### config.mk
export PLATFORM = sky130hd
export DESIGN_NAME = boton_antirrebote
export DESIGN_NICKNAME = d
export VERILOG_FILES = /design/src/rtl/antirrebote_pkg.sv /design/src/rtl/sincronizador_2ff.sv /design/src/rtl/boton_antirrebote.sv
export SDC_FILE = /design/constraint.sdc
export NUM_CORES = 1
export LEC_CHECK = 0
export CORE_AREA = 3 3 47 49
export CTS_CLUSTER_DIAMETER = 200
export DETAILED_ROUTE_END_ITERATION = 8
export DIE_AREA = 0 0 50 52
export PLACE_DENSITY_LB_ADDON = 0.15
export SLEW_MARGIN = 25
export SYNTH_ARGS = -nofsm -noshare
export SYNTH_HDL_FRONTEND = slang
export SYNTH_HIERARCHICAL = 1
export SYNTH_SLANG_ARGS = --single-unit
### constraint.sdc
create_clock -name clk -period 2 [get_ports clk]
set_input_delay 0.4 -clock clk [delete_from_list [all_inputs] [get_ports clk]]
set_output_delay 0.4 -clock clk [all_outputs]
set_load 0.05 [all_outputs]
### src/rtl/antirrebote_pkg.sv
// Shared constants and helpers for the button debouncer family.
package antirrebote_pkg;

  localparam int CLK_HZ              = 50_000_000;
  localparam int DEBOUNCE_CYCLES_DEF = 8;

  // Returns the stability counter width needed to count a debounce time
  // given in microseconds at CLK_HZ.
  function automatic int cnt_w_from_us(input int us);
    int cycles;
    cycles = (CLK_HZ / 1_000_000) * us;
    return (cycles < 2) ? 1 : $clog2(cycles);
  endfunction

endpackage

### src/rtl/sincronizador_2ff.sv
// Generic two-flop synchroniser with synchronous active-high reset.
module sincronizador_2ff #(
  parameter int W = 1
) (
  input  logic         clk,
  input  logic         reset,
  input  logic [W-1:0] d,
  output logic [W-1:0] q
);

  logic [W-1:0] s1;

  // Two-stage chain; only q is safe to use in the clk domain.
  always_ff @(posedge clk) begin
    if (reset) begin
      s1 <= '0;
      q  <= '0;
    end else begin
      s1 <= d;
      q  <= s1;
    end
  end

endmodule

### src/rtl/boton_antirrebote.sv
// Push-button debouncer: synchroniser, stability filter, press counter.
module boton_antirrebote
  import antirrebote_pkg::*;
#(
  parameter int DEBOUNCE_CYCLES = DEBOUNCE_CYCLES_DEF,
  parameter int CNT_W           = 16
) (
  input  logic       clk,
  input  logic       reset,
  input  logic       btn_in,
  output logic       out,
  output logic [3:0] count_out
);

  localparam logic [CNT_W-1:0] LAST = CNT_W'(DEBOUNCE_CYCLES - 1);

  logic             sync2;
  logic [CNT_W-1:0] cnt, cnt_nxt;
  logic             out_nxt;
  logic             rise;

  sincronizador_2ff #(.W(1)) u_sync (
    .clk   (clk),
    .reset (reset),
    .d     (btn_in),
    .q     (sync2)
  );

  // Stability filter: count consecutive samples that disagree with out,
  // flip out once the run reaches DEBOUNCE_CYCLES; any agreement restarts.
  always_comb begin
    cnt_nxt = '0;
    out_nxt = out;
    if (sync2 != out) begin
      if (cnt == LAST) begin
        out_nxt = sync2;
        cnt_nxt = '0;
      end else begin
        cnt_nxt = cnt + 1'b1;
      end
    end
  end

  // A press is a 0->1 change of the debounced level.
  always_comb rise = out_nxt & ~out;

  // Filter state, debounced level and modulo-16 press counter.
  always_ff @(posedge clk) begin
    if (reset) begin
      cnt       <= '0;
      out       <= 1'b0;
      count_out <= 4'd0;
    end else begin
      cnt <= cnt_nxt;
      out <= out_nxt;
      if (rise) count_out <= count_out + 4'd1;
    end
  end

endmodule

## Yosys cells after proc, flatten, opt, wreduce, memory -nomap -nowiden

Cells that the tools add are included.

- Register bits after elaboration: 23
- Bits of input ports: 3
- Output and inout port bits: 5
- Logic and storage cells: 15

- $add $sub $neg: 2
- Equal/unequal tests: 2
- Mux-type cells: 2
- Bitwise logic cells: 3
- Reductions and logical operators: 1

Operators with widths:

| kind | count |
|---|---|
| $add 16x1->16 const B | 1 |
| $eq 16x3->1 const B | 1 |
| $add 4x1->4 const B | 1 |
| $reduce_or 3->1 | 1 |
| $mux 1 | 2 |
| $not 1->1 | 2 |
| $and 1x1->1 | 1 |
| $ne 1x1->1 | 1 |

## Logic depth before layout (Yosys ltp)

Gate-level depths: netlist (run 1).

- Depth after elaboration: 4
- Depth in mapped cells: 7
- Gate-level depth less buffers: 5

## Cells and area by module

Netlist (run 1), hierarchy kept.

Modules (own cells, without submodules):

| module | times used | cells each | area each (um2) | seq. area each (um2) |
|---|---|---|---|---|
| boton_antirrebote | 1 | 107 | 935.9 | 420.4 |
| sincronizador_2ff | 1 | 4 | 52.6 | 40.0 |

## Worst setup path before layout (run 1)

Ideal clock, no wire load.

- Path type: register -> register
- From: register out
- To: register cnt[10]
- Library setup time: 117 ps
- Arrival time: 1,496 ps
- Required time: 1,883 ps
- Path slack: 387 ps
- Cell stages (with the launch flop): 7
- Path buffers: 2
- Clock period less this slack: 1,613 ps
- Cell sequence: dfxtp_1 -> nand2b_1 -> clkbuf_1 -> a21oi_1 -> nand2_1 -> buf_2 -> nor2_1

- Word-level cells in the longest chain between the ends: 3

Ends and longest elaborated chain:

| item | line | source |
|---|---|---|
| start: declaration | boton_antirrebote.sv:11 | `output logic out,` |
| start signal: assignment | boton_antirrebote.sv:55 | `out <= out_nxt;` |
| $ne 1x1->1 | boton_antirrebote.sv:34 | `if (sync2 != out) begin` |
| $not 1->1 (no source line) | - |  |
| $reduce_or 3->1 (no source line) | - |  |
| end signal: assignment | boton_antirrebote.sv:54 | `cnt <= cnt_nxt;` |
| end: declaration | boton_antirrebote.sv:18 | `logic [CNT_W-1:0] cnt, cnt_nxt;` |

Every way passes these cells.
A chain may end at the register's enable or synchronous reset.

## Worst setup path after layout (run 1)

- From: register cnt[0]
- To: register count_out[3]

- Word-level cells in the longest chain between the ends: 4

Ends and longest elaborated chain:

| item | line | source |
|---|---|---|
| $eq 16x3->1 | boton_antirrebote.sv:35 | `if (cnt == LAST) begin` |
| $mux 1 | boton_antirrebote.sv:35 |  |
| $mux 1 | boton_antirrebote.sv:34 |  |
| $and 1x1->1 | boton_antirrebote.sv:45 | `always_comb rise = out_nxt & ~out;` |
| end signal: assignment | boton_antirrebote.sv:56 | `if (rise) count_out <= count_out + 4'd1;` |
| end: declaration | boton_antirrebote.sv:12 | `output logic [3:0] count_out` |

Every way passes these cells.

==> metrics.csv, run 1 <==
metric,value,unit
fill_cells,181,
cts_tree,built,
hold_start,u_sync/s1,
worstPathCellList,ha_1 -> nor4b_2 -> nand4_1 -> or4_1 -> a21oi_1,
pwr-share-clk,31.2,%
path_class,reg2reg,
synth_edf_count,0,
synthArstFlopShare,0,%
yosysSeqAreaShare,46.6,%
cp-end-kind,register,
grt_pass1_wl,3380,um
grt_start_max_net_pins,16,
synth_top_cell_area_share,46.6,%
slew_viol_final,0,
p_leak,0.435,nW
finalSetupTns,0,ps
ir_drop,0.499,mV
yosysMostFrequentCell,dfxtp_1,
final_util,60.9,%
diodes,0,
powerDensity,598,nW/um^2
finalHoldViolCount,0,
finalCriticalPeriod,1740,ps
crit_path_start,cnt[0],
critical-path-top-delay-family,simple AND/OR/NAND/NOR gates,
crit_slowest_cell,or4_1,
synthTopCellsByArea,"dfxtp_1, xnor2_1, nor2_1, nor4_1, nand3_1",
drc,0,
grt_pass1_vias,803,
ys_ff_latch,23,
clock-skew-final,4.08,ps
clock_path_buffers,2,
num_vias,831,
netlist_top_cells_count,"dfxtp_1, nor2_1, xnor2_1, nand3_1, nor4_1",
dr.pass1.iters,5,
cts_root_buffer,clkbuf_4,
p_sw,148,uW
initial_utilization,52.0,%
synth-main-ff-cell,dfxtp_1,
portBuffers,7,
die_area,2600,um^2
num_rows,16,
tightest_slew,501,ps
rsz0062_at_grt,no,
reg2reg_from,cnt[0],
post_drt_wl_per_cell,12.4,um
clk-insertion-delay-late,310,ps
core,1900,um^2
drtAntennaViolNets,0,
syn_nets,116,
chipHeight,52,um
max_stage_delay,520,ps
wl,1870,um
fin_crit_sh,87.1,%
synthCells,111,
setup_viol,0,
path_max_fanout,5,
crit_arrival,2000,ps
ys_types,25,
gp_congestion,0.803,
power_frac_comb,2.1,%
multi_input_area,495,um^2
slew_headroom,66.6,%
layout-drive-gt1-share,8.87,%
syn_to_final_growth,17.2,%
cts_made_buffers,3,
yosysWarnings,6,
vias_per_cell,5.50,
regArea,460,um^2
die_w,50,um
grt_use_total,17.4,%
swShare,21.4,%
overflow,0,
nets,130,
status,"complete, no violations",
postSynthAreaPerCell,8.90,um^2
path_clk_slew,130,ps
worstSetupStartpointType,register,
timing.fmax,0.574,GHz
numClockSinks,23,
yosysTopAreaCell,dfxtp_1,
cap_violations,0,
hp-class,reg2reg,
p_seq_share,66.7,%
crit_required,2260,ps
cts_max_level,1,
drt_iter0_drc,10,
ioPinCount,8,
dpl.hpwl,1360,um
netlist_area,988,um^2
power.internal,544,uW
antenna_found_initial,0,
critPathBufInv,0,
## cell families (layout without fill, tap and decap cells)
logic type	after synthesis	after routing	synth area share (%)
AO/OA/AOI/OAI	9	9	5.06
buffers and inverters	8	21	3.29
adder cells (fa/ha/maj)	2	2	2.53
XOR/XNOR	14	14	12.4
multiplexers	1	1	1.01
flip-flops	23	23	46.6
AND/OR/NAND/NOR	54	54	29.1
## per-stage QoR
step	setup slack [ps]	cell area (um^2)	std cells	hold WS (ps)	total power, mW
final	259	1160	151	469	0.692
after global routing	59.5	1160	151	488	0.720
after CTS	13.7	1130	149	474	0.702
after detailed placement	200	1100	145	452	0.487
after global placement	307	1100	145	419	0.486
after floorplan	387	988	111	414	0.478
## cell usage in the layout, fill, tap and decap left out, types with 5 or more instances in the layout
cell	count
a21oi_1	5
buf_4	5
dfxtp_1	23
dlymetal6s2s_1	5
inv_1	5
nand3_1	6
nor2_1	19
nor4_1	6
xnor2_1	13
## area by class of cell
class	instances	area share, %
Clock buffer	3	1.94
Clock inverter	1	0.648
Inverter	5	1.62
Multi-Input combinational cell	80	42.8
Sequential cell	23	39.7
Tap cell	27	2.92
Timing Repair Buffer	12	10.4
## metal layers
metal	routed length, um	GRT usage [%]	vias up
li1	-	-	411
met1	764	18.0	390
met2	952	31.5	26
met3	122	5.73	4
met4	32	8.29	0
met5	0	0	-
## final timing paths
| kind | end | slack [ps] | cells past startpoint |
|---|---|---|---|
| setup reg to reg | count_out[3] | 260 | 5 |
| hold reg to reg | u_sync/q | 470 | 1 |
| setup / recovery | count_out[3] | 260 | 5 |
| hold / removal | u_sync/q | 470 | 1 |
## power groups by stage
stage	Combinational [mW]	Clock (mW)	Sequential, mW
after floorplan	0.00600	0	0.472
after global placement	0.0145	0	0.472
after detailed placement	0.0149	0	0.472
after CTS	0.0149	0.225	0.462
after global routing	0.0169	0.241	0.462
final	0.0148	0.216	0.462
## sequential cells by signal (all words and copies together), names as in the netlist
name	cells
u_sync/s1	1
out	1
u_sync/q	1
cnt	16
count_out	4
## timing repair
action,CTS,global route
setup endpoints to repair,0,6
gates resized for setup,0,5
hold buffers,0,0
setup buffers,0,2
(Power assumes the default switching activity.)
==> inputs of run 2 (changes only) <==
Settings changed: SYNTH_HIERARCHICAL 1 to unset.
==> run 2 against run 1 <==
Effect of this change:
- power grew 0.41%
- flip-flop and latch count is the same
- worst hold slack lost 7.9 ps
- critical path depth shrank 4
- setup slack lost 190 ps
- clock skew grew 3.9 ps
- clock power grew 2%
- non-clock buffer count shrank 3
- sequential share of layout area grew 0.97 points
- die area is the same
- design area shrank 2.4%
- critical endpoint is now count_out[2]
- largest cell class unchanged
==> metrics.csv, run 2 <==
metric,value,unit,change
finalHoldViolCount,0,,unchanged
synth-main-ff-cell,dfxtp_1,,unchanged
worstSetupStartpointType,register,,unchanged
final.setup.worst_slack,64.5,ps,was 259 ps
fin_crit_sh,96.8,%,was 87.1%
ioPinCount,8,,unchanged
timing.fmax,0.517,GHz,was 0.574 GHz
tightest_slew,500,ps,was 501 ps
synthTopCellsByArea,"dfxtp_1, xnor2_1, nor2_1, nor4_1, a21oi_1",,"was dfxtp_1, xnor2_1, nor2_1, nor4_1, nand3_1"
powerDensity,615,nW/um^2,was 598 nW/um^2
status,"complete, no violations",,unchanged
syn_nets,116,,unchanged
yosysWarnings,0,,was 6
totalPowerFinal,695,uW,was 692 uW
wl,1790,um,was 1870 um
regMostFlops,cnt,,unchanged
num_rows,16,,unchanged
grt_use_total,16.7,%,was 17.4%
grt_pass1_wl,3260,um,was 3380 um
rsz0062_at_grt,no,,unchanged
crit_arrival,1540,ps,was 2000 ps
nets,127,,was 130
drtAntennaViolNets,0,,unchanged
crit_slowest_cell,clkdlybuf4s50_1,,was or4_1
p_leak,0.385,nW,was 0.435 nW
setup_viol,0,,unchanged
syn_to_final_growth,14.4,%,was 17.2%
core,1900,um^2,unchanged
path_clk_slew,130,ps,about the same
synth_edf_count,0,,unchanged
slew_headroom,66.6,%,about the same
synth_top_cell_area_share,46.6,%,unchanged
grt_start_max_net_pins,16,,unchanged
path_max_fanout,4,,was 5
fin_area,1130,um^2,was 1160 um^2
place_ws,223,ps,was 200 ps
yosysSeqAreaShare,46.6,%,unchanged
layout-drive-gt1-share,7.44,%,was 8.87%
path_class,reg2out,,was reg2reg
ir_drop,0.595,mV,was 0.499 mV
synthCells,111,,unchanged
slew_viol_final,0,,unchanged
netlist_area,988,um^2,unchanged
ys_types,24,,was 25
largest_register_ff_count,16,,unchanged
cts_tree,built,,unchanged
initial_utilization,52.0,%,unchanged
clock_path_buffers,2,,unchanged
postSynthAreaPerCell,8.90,um^2,unchanged
chipHeight,52,um,unchanged
gp_congestion,0.769,,was 0.803
reg_top3,"cnt (16), count_out (4)",,unchanged
die_w,50,um,unchanged
synthArstFlopShare,0,%,unchanged
numClockSinks,23,,unchanged
yosysMostFrequentCell,dfxtp_1,,unchanged
dr.pass1.iters,3,,was 5
netlist_top_cells_count,"dfxtp_1, nor2_1, xnor2_1, nand2_1",,"was dfxtp_1, nor2_1, xnor2_1, nand3_1, nor4_1"
worstPathCellList,clkdlybuf4s50_1,,was ha_1 -> nor4b_2 -> nand4_1 -> or4_1 -> a21oi_1
finalSetupTns,0,ps,unchanged
cts_max_level,1,,unchanged
dpl.hpwl,1290,um,was 1360 um
drc,0,,unchanged
drt_iter0_drc,11,,was 10
portBuffers,7,,unchanged
grt_pass1_vias,759,,was 803
cap_violations,0,,unchanged
diodes,0,,unchanged
cts_root_buffer,clkbuf_4,,unchanged
vias_per_cell,5.19,,was 5.50
ys_ff_latch,23,,unchanged
critPathBufInv,1,,was 0
clock-skew-final,8.00,ps,was 4.08 ps
hp-class,reg2reg,,unchanged
post_drt_wl_per_cell,12.1,um,was 12.4 um
crit_required,1600,ps,was 2260 ps
clk-insertion-delay-late,320,ps,was 310 ps
cts_made_buffers,3,,unchanged
cp-end-kind,primary output,,was register
yosysTopAreaCell,dfxtp_1,,unchanged
dpl_cell_area,1090,um^2,was 1100 um^2
antenna_found_initial,0,,unchanged
overflow,0,,unchanged
final_common_cell,dfxtp_1,,unchanged
finalCriticalPeriod,1940,ps,was 1740 ps
num_vias,768,,was 831
post-cts-setup-buffers,0,,unchanged
layout_common_cells,"dfxtp_1, nor2_1, xnor2_1, nand2_1",,"was dfxtp_1, nor2_1, xnor2_1, nor4_1, nand3_1"
max_stage_delay,820,ps,was 520 ps
critical-path-top-delay-family,buffers and inverters,,was simple AND/OR/NAND/NOR gates
die_area,2600,um^2,unchanged
[run 2: stage by stage]
stage / instances / hold slack [ps] / utilization [%]
3_5_place_dp: 144 / 438 / 57.5
5_1_grt: 148 / 477 / 59.5
3_3_place_gp: 144 / 430 / 57.5
6_report: 148 / 461 / 59.5
4_1_cts: 148 / 464 / 59.1
2_1_floorplan: 111 / 414 / -
[run 2: final cells by class]
class                   count  area (um^2)
clock inverters             1         7.51
clock buffers               3         22.5
multi-input cells          81          499
fillers                   194          771
inverters                   4         15.0
well taps                  27         33.8
repair buffers              9         92.6
flip-flops and latches     23          460
[run 2: metal layers]
layer	global-route usage (%)	routed length [um]	up-vias
met5	0	0	-
met4	6.91	32	0
met3	6.88	93	5
met2	28.5	904	13
met1	18.1	762	347
li1	-	-	403
[run 2: power breakdown]
| group | internal [mW] | switching [mW] | leakage (nW) |
|---|---|---|---|
| clock | 0.0766 | 0.143 | 0.0139 |
| combinational | 0.00655 | 0.00706 | 0.185 |
| sequential | 0.461 | 0.00111 | 0.186 |
| total | 0.544 | 0.151 | 0.385 |
[run 2: final timing paths]
| check | depth (start not counted) | end | from | slack [ps] |
|---|---|---|---|---|
| worst max-delay path | 1 | count_out[2] | count_out[2] | 60 |
| worst min-delay path | 1 | cnt[0] | cnt[0] | 460 |
| worst max register to register | 6 | count_out[1] | cnt[0] | 190 |
| worst min register to register | 1 | cnt[0] | cnt[0] | 460 |
[run 2: logic make-up (layout without fill, tap and decap cells)]
kind of cell	after synthesis	count (layout)	synth area share [%]
xor+xnor	14	14	12.4
compound gates	9	9	5.06
simple gates	55	55	29.5
fa+ha+maj	2	2	2.53
flops	23	23	46.6
mux	1	1	1.01
buf+inv	7	17	2.91
[run 2: what timing repair did]
item / in CTS / in global routing
gates resized for setup: 0 / 3
setup endpoints to repair: 0 / 3
hold buffers: 0 / 0
==> inputs of run 3 (changes only) <==
Settings changed: HOLD_SLACK_MARGIN set to 0.1.
==> results of run 3 <==
Same layout as run 2: the final DEF is identical, and so are final timing and power.
